$ cat src/rtl/fpro_bus_arbiter.sv
// Two-master round-robin arbiter for the FPro bus with bounded lock bursts,
// registered bus outputs and per-master registered read-data return.
module fpro_bus_arbiter #(
  parameter int ADDR_W    = 21,
  parameter int DATA_W    = 32,
  parameter int MAX_BURST = 16,
  parameter int INIT_LAST = 0
) (
  input  logic              clk,
  input  logic              reset,
  input  logic              m0_req,
  input  logic              m0_lock,
  input  logic              m0_video,
  input  logic              m0_wr,
  input  logic              m0_rd,
  input  logic [ADDR_W-1:0] m0_addr,
  input  logic [DATA_W-1:0] m0_wr_data,
  output logic              m0_ack,
  output logic [DATA_W-1:0] m0_rd_data,
  output logic              m0_rd_valid,
  input  logic              m1_req,
  input  logic              m1_lock,
  input  logic              m1_video,
  input  logic              m1_wr,
  input  logic              m1_rd,
  input  logic [ADDR_W-1:0] m1_addr,
  input  logic [DATA_W-1:0] m1_wr_data,
  output logic              m1_ack,
  output logic [DATA_W-1:0] m1_rd_data,
  output logic              m1_rd_valid,
  output logic              fp_mmio_cs,
  output logic              fp_video_cs,
  output logic              fp_wr,
  output logic              fp_rd,
  output logic [ADDR_W-1:0] fp_addr,
  output logic [DATA_W-1:0] fp_wr_data,
  input  logic [DATA_W-1:0] fp_rd_data
);

  typedef enum logic [1:0] {IDLE, OWN0, OWN1} state_t;

  localparam logic [7:0] MAX_B     = 8'(MAX_BURST);
  localparam logic       LAST_INIT = 1'(INIT_LAST);

  state_t     state, state_nxt;
  logic [7:0] cnt, cnt_nxt;
  logic       last, last_nxt;
  logic       gnt0, gnt1;
  logic       held0, held1;

  function automatic logic [7:0] sat_inc(input logic [7:0] c);
    return (c >= MAX_B) ? MAX_B : 8'(c + 8'd1);
  endfunction

  // Arbitration and next-state
  always_comb begin
    gnt0      = 1'b0;
    gnt1      = 1'b0;
    state_nxt = IDLE;
    cnt_nxt   = 8'd0;
    last_nxt  = last;
    held0     = (state == OWN0) && m0_lock && (cnt < MAX_B);
    held1     = (state == OWN1) && m1_lock && (cnt < MAX_B);

    if (m0_req && m1_req) begin
      if (held0)      gnt0 = 1'b1;
      else if (held1) gnt1 = 1'b1;
      else if (last)  gnt0 = 1'b1;
      else            gnt1 = 1'b1;
    end else if (m0_req) begin
      gnt0 = !held1;
    end else if (m1_req) begin
      gnt1 = !held0;
    end

    if (gnt0) begin
      last_nxt = 1'b0;
      if (m0_lock) begin
        state_nxt = OWN0;
        cnt_nxt   = (state == OWN0) ? sat_inc(cnt) : 8'd1;
      end
    end else if (gnt1) begin
      last_nxt = 1'b1;
      if (m1_lock) begin
        state_nxt = OWN1;
        cnt_nxt   = (state == OWN1) ? sat_inc(cnt) : 8'd1;
      end
    end
  end

  always_ff @(posedge clk) begin
    if (reset) begin
      state <= IDLE;
      cnt   <= 8'd0;
      last  <= LAST_INIT;
    end else begin
      state <= state_nxt;
      cnt   <= cnt_nxt;
      last  <= last_nxt;
    end
  end

  assign m0_ack = gnt0 & ~reset;
  assign m1_ack = gnt1 & ~reset;

  // Stage p0: granted command mux and decode
  logic              issue_p0, video_p0, wr_p0, rd_p0;
  logic [ADDR_W-1:0] addr_p0;
  logic [DATA_W-1:0] wdata_p0;

  always_comb begin
    issue_p0 = gnt0 | gnt1;
    video_p0 = gnt1 ? m1_video   : m0_video;
    addr_p0  = gnt1 ? m1_addr    : m0_addr;
    wdata_p0 = gnt1 ? m1_wr_data : m0_wr_data;
    wr_p0    = issue_p0 & (gnt1 ? m1_wr : m0_wr);
    // Write wins over read; the video path has no read side at all.
    rd_p0    = issue_p0 & ~wr_p0 & (gnt1 ? m1_rd : m0_rd);
  end

  // Stage p1: registered bus beat plus pending read bookkeeping
  logic rd_pend_p1, rd_sel_p1, rd_video_p1;

  always_ff @(posedge clk) begin
    if (reset || !issue_p0) begin
      fp_mmio_cs  <= 1'b0;
      fp_video_cs <= 1'b0;
      fp_wr       <= 1'b0;
      fp_rd       <= 1'b0;
      fp_addr     <= '0;
      fp_wr_data  <= '0;
    end else begin
      fp_mmio_cs  <= ~video_p0 & (wr_p0 | rd_p0);
      fp_video_cs <= video_p0 & wr_p0;
      fp_wr       <= wr_p0;
      fp_rd       <= rd_p0 & ~video_p0;
      fp_addr     <= addr_p0;
      fp_wr_data  <= wdata_p0;
    end
  end

  always_ff @(posedge clk) begin
    if (reset) begin
      rd_pend_p1  <= 1'b0;
      rd_sel_p1   <= 1'b0;
      rd_video_p1 <= 1'b0;
    end else begin
      rd_pend_p1  <= rd_p0;
      rd_sel_p1   <= gnt1;
      rd_video_p1 <= video_p0;
    end
  end

  // Stage p2: per-master read return
  logic [DATA_W-1:0] rdata_p1;
  assign rdata_p1 = rd_video_p1 ? '0 : fp_rd_data;

  always_ff @(posedge clk) begin
    if (reset) begin
      m0_rd_valid <= 1'b0;
      m1_rd_valid <= 1'b0;
      m0_rd_data  <= '0;
      m1_rd_data  <= '0;
    end else begin
      m0_rd_valid <= rd_pend_p1 & ~rd_sel_p1;
      m1_rd_valid <= rd_pend_p1 & rd_sel_p1;
      if (rd_pend_p1 && !rd_sel_p1) m0_rd_data <= rdata_p1;
      if (rd_pend_p1 && rd_sel_p1)  m1_rd_data <= rdata_p1;
    end
  end

endmodule

$ cat config.mk
export PLATFORM = sky130hd
export DESIGN_NAME = fpro_bus_arbiter
export DESIGN_NICKNAME = d
export VERILOG_FILES = /design/src/rtl/fpro_bus_arbiter.sv
export SDC_FILE = /design/constraint.sdc
export NUM_CORES = 1
export LEC_CHECK = 0
export CAP_MARGIN = 10
export CORE_ASPECT_RATIO = 1.75
export CORE_MARGIN = 3
export CORE_UTILIZATION = 40
export CTS_CLUSTER_DIAMETER = 80
export DETAILED_ROUTE_END_ITERATION = 8
export PLACE_DENSITY_LB_ADDON = 0.05
export SLEW_MARGIN = 5
export SYNTH_ARGS = -nofsm -noshare
export SYNTH_HDL_FRONTEND = slang
export SYNTH_SLANG_ARGS = --single-unit
$ cat constraint.sdc
create_clock -name clk -period 2.2 [get_ports clk]
set_input_delay 0.44 -clock clk [delete_from_list [all_inputs] [get_ports clk]]
set_output_delay 0.44 -clock clk [all_outputs]
set_load 0.01 [all_outputs]
==> results.toml, run 1 <==
[cells_and_area]
final_cell_mix = "clkdlybuf4s50_1 (271), dfxtp_1 (136), nand2_1 (130), a21oi_1 (128), nand3_1 (59)"
final_common_cell = "clkdlybuf4s50_1"
multi_input_area_um2 = 2340
antenna_cells = 0
area_growth_syn_to_layout_pct = 69.5
layout-drive-gt1-share = 0.0725
fillerInstances = 1112
nets = 1077
seq_area_um2 = 2740
instances_no_fill = 1109

[timing]
slew_headroom = 0.476
rsz0062_at_grt = "yes"
fin_crit_sh = 1.05
setup_viol = 2
hold_slack_ns = 0.451
fmax_mhz = 432
fin_skew_ns = 0.0130
fin_crit_ns = 2.32
finalHoldViolCount = 0
slew_viol_final = 0
setup_tns_ns = -0.164
worst_slew_pin_slew_ns = 0.786
setup_ws_ns = -0.117

[clock_network]
htreeDepth = 4
cts-root-buf = "clkbuf_16"
cts_buffers = 17
path_clk_slew_ns = 0.06
cts_tree = "built"
clock_latency_ns = 0.41
clock-sinks = 137
cts_hold_buf = 0
cts_buffer_depth = 2

[placed_design]
dp_hpwl_um = 13000
placed_cells = 1075
place.gp.congestion = 0.866
portBuffers = 274

[power]
p_leak_nw = 3.25
p_per_area_nw_per_um2 = 739
ir_drop_uv = 510

[setup_path]
arrival_ns = 1.88
crit_family = "simple AND/OR/NAND/NOR gates"
cp-end-kind = "primary output"
crit_slowest_cell = "or4_4"
cp_slowest_stage_delay_ns = 0.53
cp_cell_sequence = "or4_4 -> o211a_1 -> nor3_2 -> buf_4"
path_class = "flop to primary output"
crit_fanout = 2
start_kind = "flop"
path_buf_inv = 1
cp.required_ns = 1.76
timing.reg2reg.setup_slack_ns = 0.02

[run]
maxCapViolations = 0

[route]
ant_nets = 0
avgRoutedWirePerCell_um = 16.4
drt_iter0_drc = 209
drtPass1Iterations = 5
vias_per_cell = 5.15
vias = 5707
drc_errors = 0
drt_wl_total_um = 18200

[floorplanning]
die_area_um2 = 14700
coreArea_um2 = 12900
die_y_um = 158
core.rowCount = 55
num_io_pins = 275
start_util = 0.409
die_w_um = 92.9

[synth]
syn-mean-instance-area_um2 = 7.98
yosysSeqAreaShare = 0.519
ys_ff_latch = 137
synth_cell_type_count = 38
yosysWarnings = 0
synthesis.area_um2 = 5290
syn_inst = 662

[global_route]
grt-ovfl-total = 0
grt_pass1_vias = 5802
antenna_found_initial = 0
grt_max_degree = 77
track_usage = 0.240
grt_pass1_wl_um = 28000

[min_path]
hold_path.class = "flop to flop"

[run_status]
violations = "setup timing"
status = "finished, violations left"
per-layer routing:
metal,wire length (um),vias to the layer above,GRT usage
met5,0,-,0
met4,557,0,0.113
met3,1520,33,0.0766
met2,9800,239,0.449
met1,6320,2672,0.237
li1,-,2763,-
sequential cells by signal, summed over array words and instances (netlist names), 2 cells and up:
signal	count
fp_wr_data	32
cnt	8
m0_rd_data	32
fp_addr	21
state	2
m1_rd_data	32
power by group:
group / total (mW) / internal (mW) / switching [mW]
Sequential: 2.62 / 2.58 / 0.0375
Combinational: 0.896 / 0.510 / 0.386
Clock: 3.11 / 2.03 / 1.08
Total: 6.63 / 5.12 / 1.51
stage by stage:
| stage | instance area, um2 | power, mW | utilization | setup slack (ns) |
|---|---|---|---|---|
| 2_1_floorplan | 5290 | 2.99 | - | 0.0274 |
| 4_1_cts | 8950 | 6.69 | 0.692 | -0.0865 |
| 3_3_place_gp | 8290 | 3.54 | 0.640 | -0.441 |
| 3_5_place_dp | 8290 | 3.56 | 0.640 | -0.506 |
| 5_1_grt | 8960 | 6.86 | 0.693 | -0.172 |
| 6_report | 8960 | 6.63 | 0.693 | -0.117 |
worst reg2reg max path: stages (launching register included):
cell and delay [ns]:
dfxtp_2 0.31, or4_4 0.53, o211a_1 0.26, buf_4 0.30, or4_1 0.55, a21oi_1 0.16
what timing repair did:
| item | CTS | global route |
|---|---|---|
| setup buffers | 2 | 0 |
| endpoints found under the hold margin | 0 | 0 |
| gates resized for setup | 14 | 3 |
| endpoints found under the setup margin | 2 | 3 |
synthesized netlist by cell type, drive strengths merged:
cell type	count	share of area
xnor2	1	0.0017
o211ai	4	0.0066
clkbuf	47	0.033
a211o	1	0.0017
nand4b	3	0.0050
a2111o	1	0.0021
o21ai	58	0.055
dfxtp	137	0.52
buf	12	0.010
a21bo	1	0.0019
mux2i	1	0.0019
ha	2	0.0047
nand3b	2	0.0028
or4	2	0.0028
o2111ai	1	0.0017
nor3	3	0.0028
o211a	1	0.0019
nor3b	1	0.0014
and2	2	0.0024
a2bb2oi	1	0.0017
nand4	2	0.0024
a21o	1	0.0014
conb	1	0.00071
a21oi	128	0.12
o31a	1	0.0017
nor2b	35	0.041
nand2b	3	0.0036
nand3	59	0.056
a21boi	1	0.0014
inv	5	0.0036
o31ai	1	0.0014
nand2	130	0.092
nor4	1	0.0012
xor2	1	0.0017
and3b	1	0.0017
nor2	11	0.0078
worst paths after layout:
kind / start / end / depth (start not counted)
setup / recovery: cnt[6] / m1_ack / 4
hold / removal: m1_rd_data[7] / m1_rd_data[7] / 2
setup reg to reg: cnt[6] / fp_mmio_cs / 5
hold reg to reg: m1_rd_data[7] / m1_rd_data[7] / 2
logic make-up after synthesis:
family / Yosys count / share of synthesized area
other: 1 / 0.000710
buffers and inverters: 64 / 0.0473
adder cells (fa/ha/maj): 2 / 0.00473
flip-flops: 137 / 0.519
AO/OA/AOI/OAI: 200 / 0.200
AND/OR/NAND/NOR: 255 / 0.223
multiplexers: 1 / 0.00189
XOR/XNOR: 2 / 0.00331
cell type report:
class,count,share of cell area
clock buffer,19,0.0483
clock inverter,13,0.0240
inverter,5,0.00209
multi-input combinational,463,0.261
sequential,137,0.306
tap,171,0.0239
timing repair buffer,301,0.335
Power figures use the tool's default switching activity.
==> run 2, diff against run 1 <==
--- a/config.mk
+++ b/config.mk
@@ -12,6 +12,7 @@
 export CTS_CLUSTER_DIAMETER = 80
 export DETAILED_ROUTE_END_ITERATION = 8
 export PLACE_DENSITY_LB_ADDON = 0.05
+export RECOVER_POWER = 100
 export SLEW_MARGIN = 5
 export SYNTH_ARGS = -nofsm -noshare
 export SYNTH_HDL_FRONTEND = slang
==> run 2 against run 1 <==
The run still ends with setup timing left. Worst hold slack worse by 0.0029 ns. Sequential share of layout area increased by 0.12 points. Global-route usage unchanged. Critical path depth did not move. Count of clock-buffer cells in the layout did not move. Sequential power about the same. Flip-flop and latch count unchanged. Critical endpoint unchanged. Largest power group unchanged.
==> results.toml, run 2 (synthesis gave the netlist of run 1 again) <==
[cells_and_area]
antenna_cells = 0
fin_area_um2 = 8920
fillerInstances = 1119
utilization = 0.690
reg_top3 = "fp_wr_data: 32 flops, m0_rd_data: 32 flops, m1_rd_data: 32 flops"
nets = 1077
final_cell_mix = "clkdlybuf4s50_1 (148), dfxtp_1 (136), nand2_1 (130), a21oi_1 (128), dlygate4sd3_1 (123)"
instances_no_fill = 1109
final_common_cell = "clkdlybuf4s50_1"
layout-drive-gt1-share = 0.0704
area_growth_syn_to_layout_pct = 68.8

[global_route]
antenna_found_initial = 0
grt_pass1_vias = 5802
grt-ovfl-total = 0
grt_max_degree = 77
grt_pass1_wl_um = 28000
track_usage = 0.240

[route]
drc_errors = 0
drt_iter0_drc = 205
vias_per_cell = 5.15
vias = 5716
drt_wl_total_um = 18200
ant_nets = 0
drtPass1Iterations = 5
avgRoutedWirePerCell_um = 16.4

[setup_path]
crit_slowest_cell = "or4_4"
crit_fanout = 2
cp_slowest_stage_delay_ns = 0.53
worstReg2RegStart = "cnt[6]"
cp.required_ns = 1.76
crit_start = "cnt[6]"
path_buf_inv = 1
cp_cell_sequence = "or4_4 -> o211a_1 -> nor3_2 -> buf_4"
cp-end-kind = "primary output"
start_kind = "flop"
path_class = "flop to primary output"
crit_family = "simple AND/OR/NAND/NOR gates"
arrival_ns = 1.88

[floorplanning]
die_y_um = 158
die_area_um2 = 14700
die_w_um = 92.9
start_util = 0.409
num_io_pins = 275
core.rowCount = 55
coreArea_um2 = 12900

[placed_design]
dpl_cell_area_um2 = 8290
dp_hpwl_um = 13000
portBuffers = 274
placed_cells = 1075
place.gp.congestion = 0.866

[timing]
finalHoldViolCount = 0
rsz0062_at_grt = "yes"
slew_headroom = 0.485
slew_viol_final = 0
fin_crit_ns = 2.32
fin_crit_sh = 1.06
fin_skew_ns = 0.0129
fmax_mhz = 430
hold_slack_ns = 0.448
setup_viol = 2
setup_ws_ns = -0.123
worst_slew_pin_slew_ns = 0.772

[power]
power_frac_seq = 0.397
p_leak_nw = 3.61
p_per_area_nw_per_um2 = 737
power_mw = 6.58
pwr-share-comb = 0.130
power.switching_mw = 1.50
p_sw_frac = 0.228
ir_drop_uv = 506
clkPwrFrac = 0.473
p_int_mw = 5.08

[clock_network]
cts-root-buf = "clkbuf_16"
htreeDepth = 4
cts_tree = "built"
cts_hold_buf = 0
cts_buffer_depth = 2
clock-sinks = 137
clock_latency_ns = 0.41
path_clk_slew_ns = 0.06
cts_buffers = 17

[min_path]
hold_path.class = "flop to flop"
min-delay-start = "m1_rd_data[7]"

[run_status]
status = "finished, violations left"
violations = "setup timing"

[run]
maxCapViolations = 0
run 2: path summary, 6_finish.rpt:
kind / end / slack, ns / cells past startpoint
worst max-delay path: m1_ack / -0.12 / 4
worst min-delay path: m1_rd_data[7] / 0.45 / 2
worst max register to register: fp_mmio_cs / 0.02 / 5
worst min register to register: m1_rd_data[7] / 0.45 / 2
run 2: worst reg2reg max path, delay by kind of cell (launching register included):
family / cells / cell delay, ns
buffers and inverters: 1 / 0.30
AND/OR/NAND/NOR: 2 / 1.08
AO/OA/AOI/OAI: 2 / 0.43
flip-flops: 1 / 0.31
run 2: area by class of cell:
type	count	area, um2	share of cell area
Inverter	5	18.8	0.00210
Sequential cell	137	2740	0.307
Tap cell	171	214	0.0240
Clock inverter	13	215	0.0241
Multi-Input combinational cell	463	2340	0.262
Timing Repair Buffer	301	2960	0.332
Clock buffer	19	433	0.0485
run 2: what timing repair did:
item	in CTS	in global routing
resized for setup	14	3
endpoints found under the setup margin	2	3
setup buffers	2	0
run 2: metal layers:
layer	GRT usage	wire length, um	vias to the layer above
met1	0.237	6240	2682
met3	0.0766	1460	33
met2	0.449	9890	231
met4	0.113	552	0
met5	0	0	-
li1	-	-	2770
run 2: power by group through the flow:
stage / clock [mW] / combinational (mW) / sequential (mW)
CTS: 3.17 / 0.897 / 2.62
global placement: 0 / 0.875 / 2.67
detailed placement: 0 / 0.888 / 2.67
finish: 3.11 / 0.857 / 2.61
global route: 3.27 / 0.926 / 2.62
floorplan: 0 / 0.285 / 2.71
run 2: per-stage QoR:
| stage | setup WS (ns) | setup TNS [ns] |
|---|---|---|
| 3_3_place_gp | -0.441 | -5.84 |
| 3_5_place_dp | -0.506 | -7.88 |
| 5_1_grt | -0.172 | -1.57 |
| 6_report | -0.123 | -0.218 |
| 2_1_floorplan | 0.0274 | 0 |
| 4_1_cts | -0.0865 | -0.156 |
==> run 3, diff against run 2 <==
--- a/config.mk
+++ b/config.mk
@@ -17,3 +17,4 @@
 export SYNTH_ARGS = -nofsm -noshare
 export SYNTH_HDL_FRONTEND = slang
 export SYNTH_SLANG_ARGS = --single-unit
+export TNS_END_PERCENT = 1
==> run 3 against run 2 <==
The flow still finishes with violations (setup timing). Count of clock-buffer cells in the layout unchanged. Sequential share of layout area increased by 0.069 points. Core utilization shrank 0.15 points. Register-to-register slack about the same. Die area unchanged. Non-clock buffer count fell by 1. Global-route usage is essentially flat. Maximum frequency increased by 0.73%. Clock power barely moved. Flip-flop and latch count stayed put. Critical endpoint unchanged. Highest routed layer unchanged.
==> results.toml, run 3 (synthesis gave the netlist of run 1 again) <==
[cells_and_area]
final_common_cell = "clkdlybuf4s50_1"
area_growth_syn_to_layout_pct = 68.5
fin_area_um2 = 8900
antenna_cells = 0
reg_top3 = "fp_wr_data: 32 flops, m0_rd_data: 32 flops, m1_rd_data: 32 flops"
layout-drive-gt1-share = 0.0694
utilization = 0.688
nets = 1076
final_cell_mix = "clkdlybuf4s50_1 (148), dfxtp_1 (136), nand2_1 (130), a21oi_1 (128), dlygate4sd3_1 (123)"

[timing]
hold_slack_ns = 0.448
setup_ws_ns = -0.107
rsz0062_at_grt = "yes"
finalHoldViolCount = 0
fin_crit_ns = 2.31
slew_viol_final = 0
fin_skew_ns = 0.0124
setup_viol = 2
slew_headroom = 0.485
worst_slew_pin_slew_ns = 0.772
fmax_mhz = 434
fin_crit_sh = 1.05

[route]
drtPass1Iterations = 5
avgRoutedWirePerCell_um = 16.3
drt_wl_total_um = 18100
ant_nets = 0
drt_iter0_drc = 198
vias = 5675
drc_errors = 0
vias_per_cell = 5.12

[floorplanning]
start_util = 0.409
num_io_pins = 275
die_area_um2 = 14700
coreArea_um2 = 12900
core.rowCount = 55
die_w_um = 92.9
die_y_um = 158

[global_route]
grt-ovfl-total = 0
grt_pass1_vias = 5800
grt_pass1_wl_um = 28000
track_usage = 0.240
antenna_found_initial = 0
grt_max_degree = 77

[setup_path]
crit_family = "simple AND/OR/NAND/NOR gates"
cp-end-kind = "primary output"
cp_slowest_stage_delay_ns = 0.53
crit_slowest_cell = "or4_4"
crit_fanout = 2
cp_cell_sequence = "or4_4 -> o211a_1 -> nor3_2 -> buf_4"
cp.required_ns = 1.76
path_class = "flop to primary output"
path_buf_inv = 1
arrival_ns = 1.87
start_kind = "flop"

[run]
maxCapViolations = 0

[power]
p_leak_nw = 3.60
p_per_area_nw_per_um2 = 739
power_mw = 6.58
ir_drop_uv = 506

[clock_network]
clock_latency_ns = 0.41
cts_buffer_depth = 2
cts-root-buf = "clkbuf_16"
htreeDepth = 4
cts_buffers = 17
cts_tree = "built"
clock-sinks = 137
path_clk_slew_ns = 0.06

[placed_design]
dp_hpwl_um = 13000
place.gp.congestion = 0.866
portBuffers = 274
dpl_cell_area_um2 = 8290

[run_status]
violations = "setup timing"
status = "finished, violations left"

[min_path]
hold_path.class = "flop to flop"
==> run 3: area by class of cell <==
type	count	area [um2]
sequential	137	2740
clock inverter	13	215
clock buffer	19	433
multi-input combinational	463	2340
timing repair buffer	300	2940
tap	171	214
inverter	5	18.8
fill	1118	4030
==> run 3: worst paths after layout <==
kind | from | endpoint | slack, ns | cells after the start
setup / recovery | cnt[6] | m1_ack | -0.11 | 4
hold / removal | m1_rd_data[7] | m1_rd_data[7] | 0.45 | 2
setup reg to reg | cnt[6] | fp_mmio_cs | 0.01 | 5
hold reg to reg | m1_rd_data[7] | m1_rd_data[7] | 0.45 | 2
==> run 3: routing by layer <==
| metal | up-vias | wire [um] | global-route usage |
|---|---|---|---|
| met3 | 37 | 1460 | 0.0775 |
| met5 | - | 0 | 0 |
| met2 | 233 | 9800 | 0.446 |
| met4 | 0 | 617 | 0.117 |
| li1 | 2766 | - | - |
| met1 | 2639 | 6220 | 0.236 |
==> run 3: where the power goes <==
group	total, mW	switching [mW]	internal [mW]	leakage, nW
registers	2.61	0.0336	2.58	1.12
logic	0.851	0.383	0.468	2.16
clock network	3.11	1.08	2.03	0.313
==> run 3: timing repair <==
item / CTS / global route
gates resized for setup: 14 / 3
hold buffers: 0 / 0
buffers inserted: 1 / 0
pin swaps: 0 / 0
setup endpoints to repair: 2 / 3
==> run 3: worst register-to-register path: cells and delay by family (launching register included) <==
family,cells,cell delay [ns]
compound gates,2,0.43
buf+inv,1,0.30
flops,1,0.31
simple gates,2,1.08
==> run 3: through the flow <==
step / TNS (ns) / worst slack (ns) / std cells
6_report: -0.156 / -0.107 / 1108
5_1_grt: -0.764 / -0.172 / 1108
4_1_cts: -0.167 / -0.0865 / 1108
3_5_place_dp: -7.88 / -0.506 / 1075
3_3_place_gp: -5.84 / -0.441 / 1075
2_1_floorplan: 0 / 0.0274 / 664
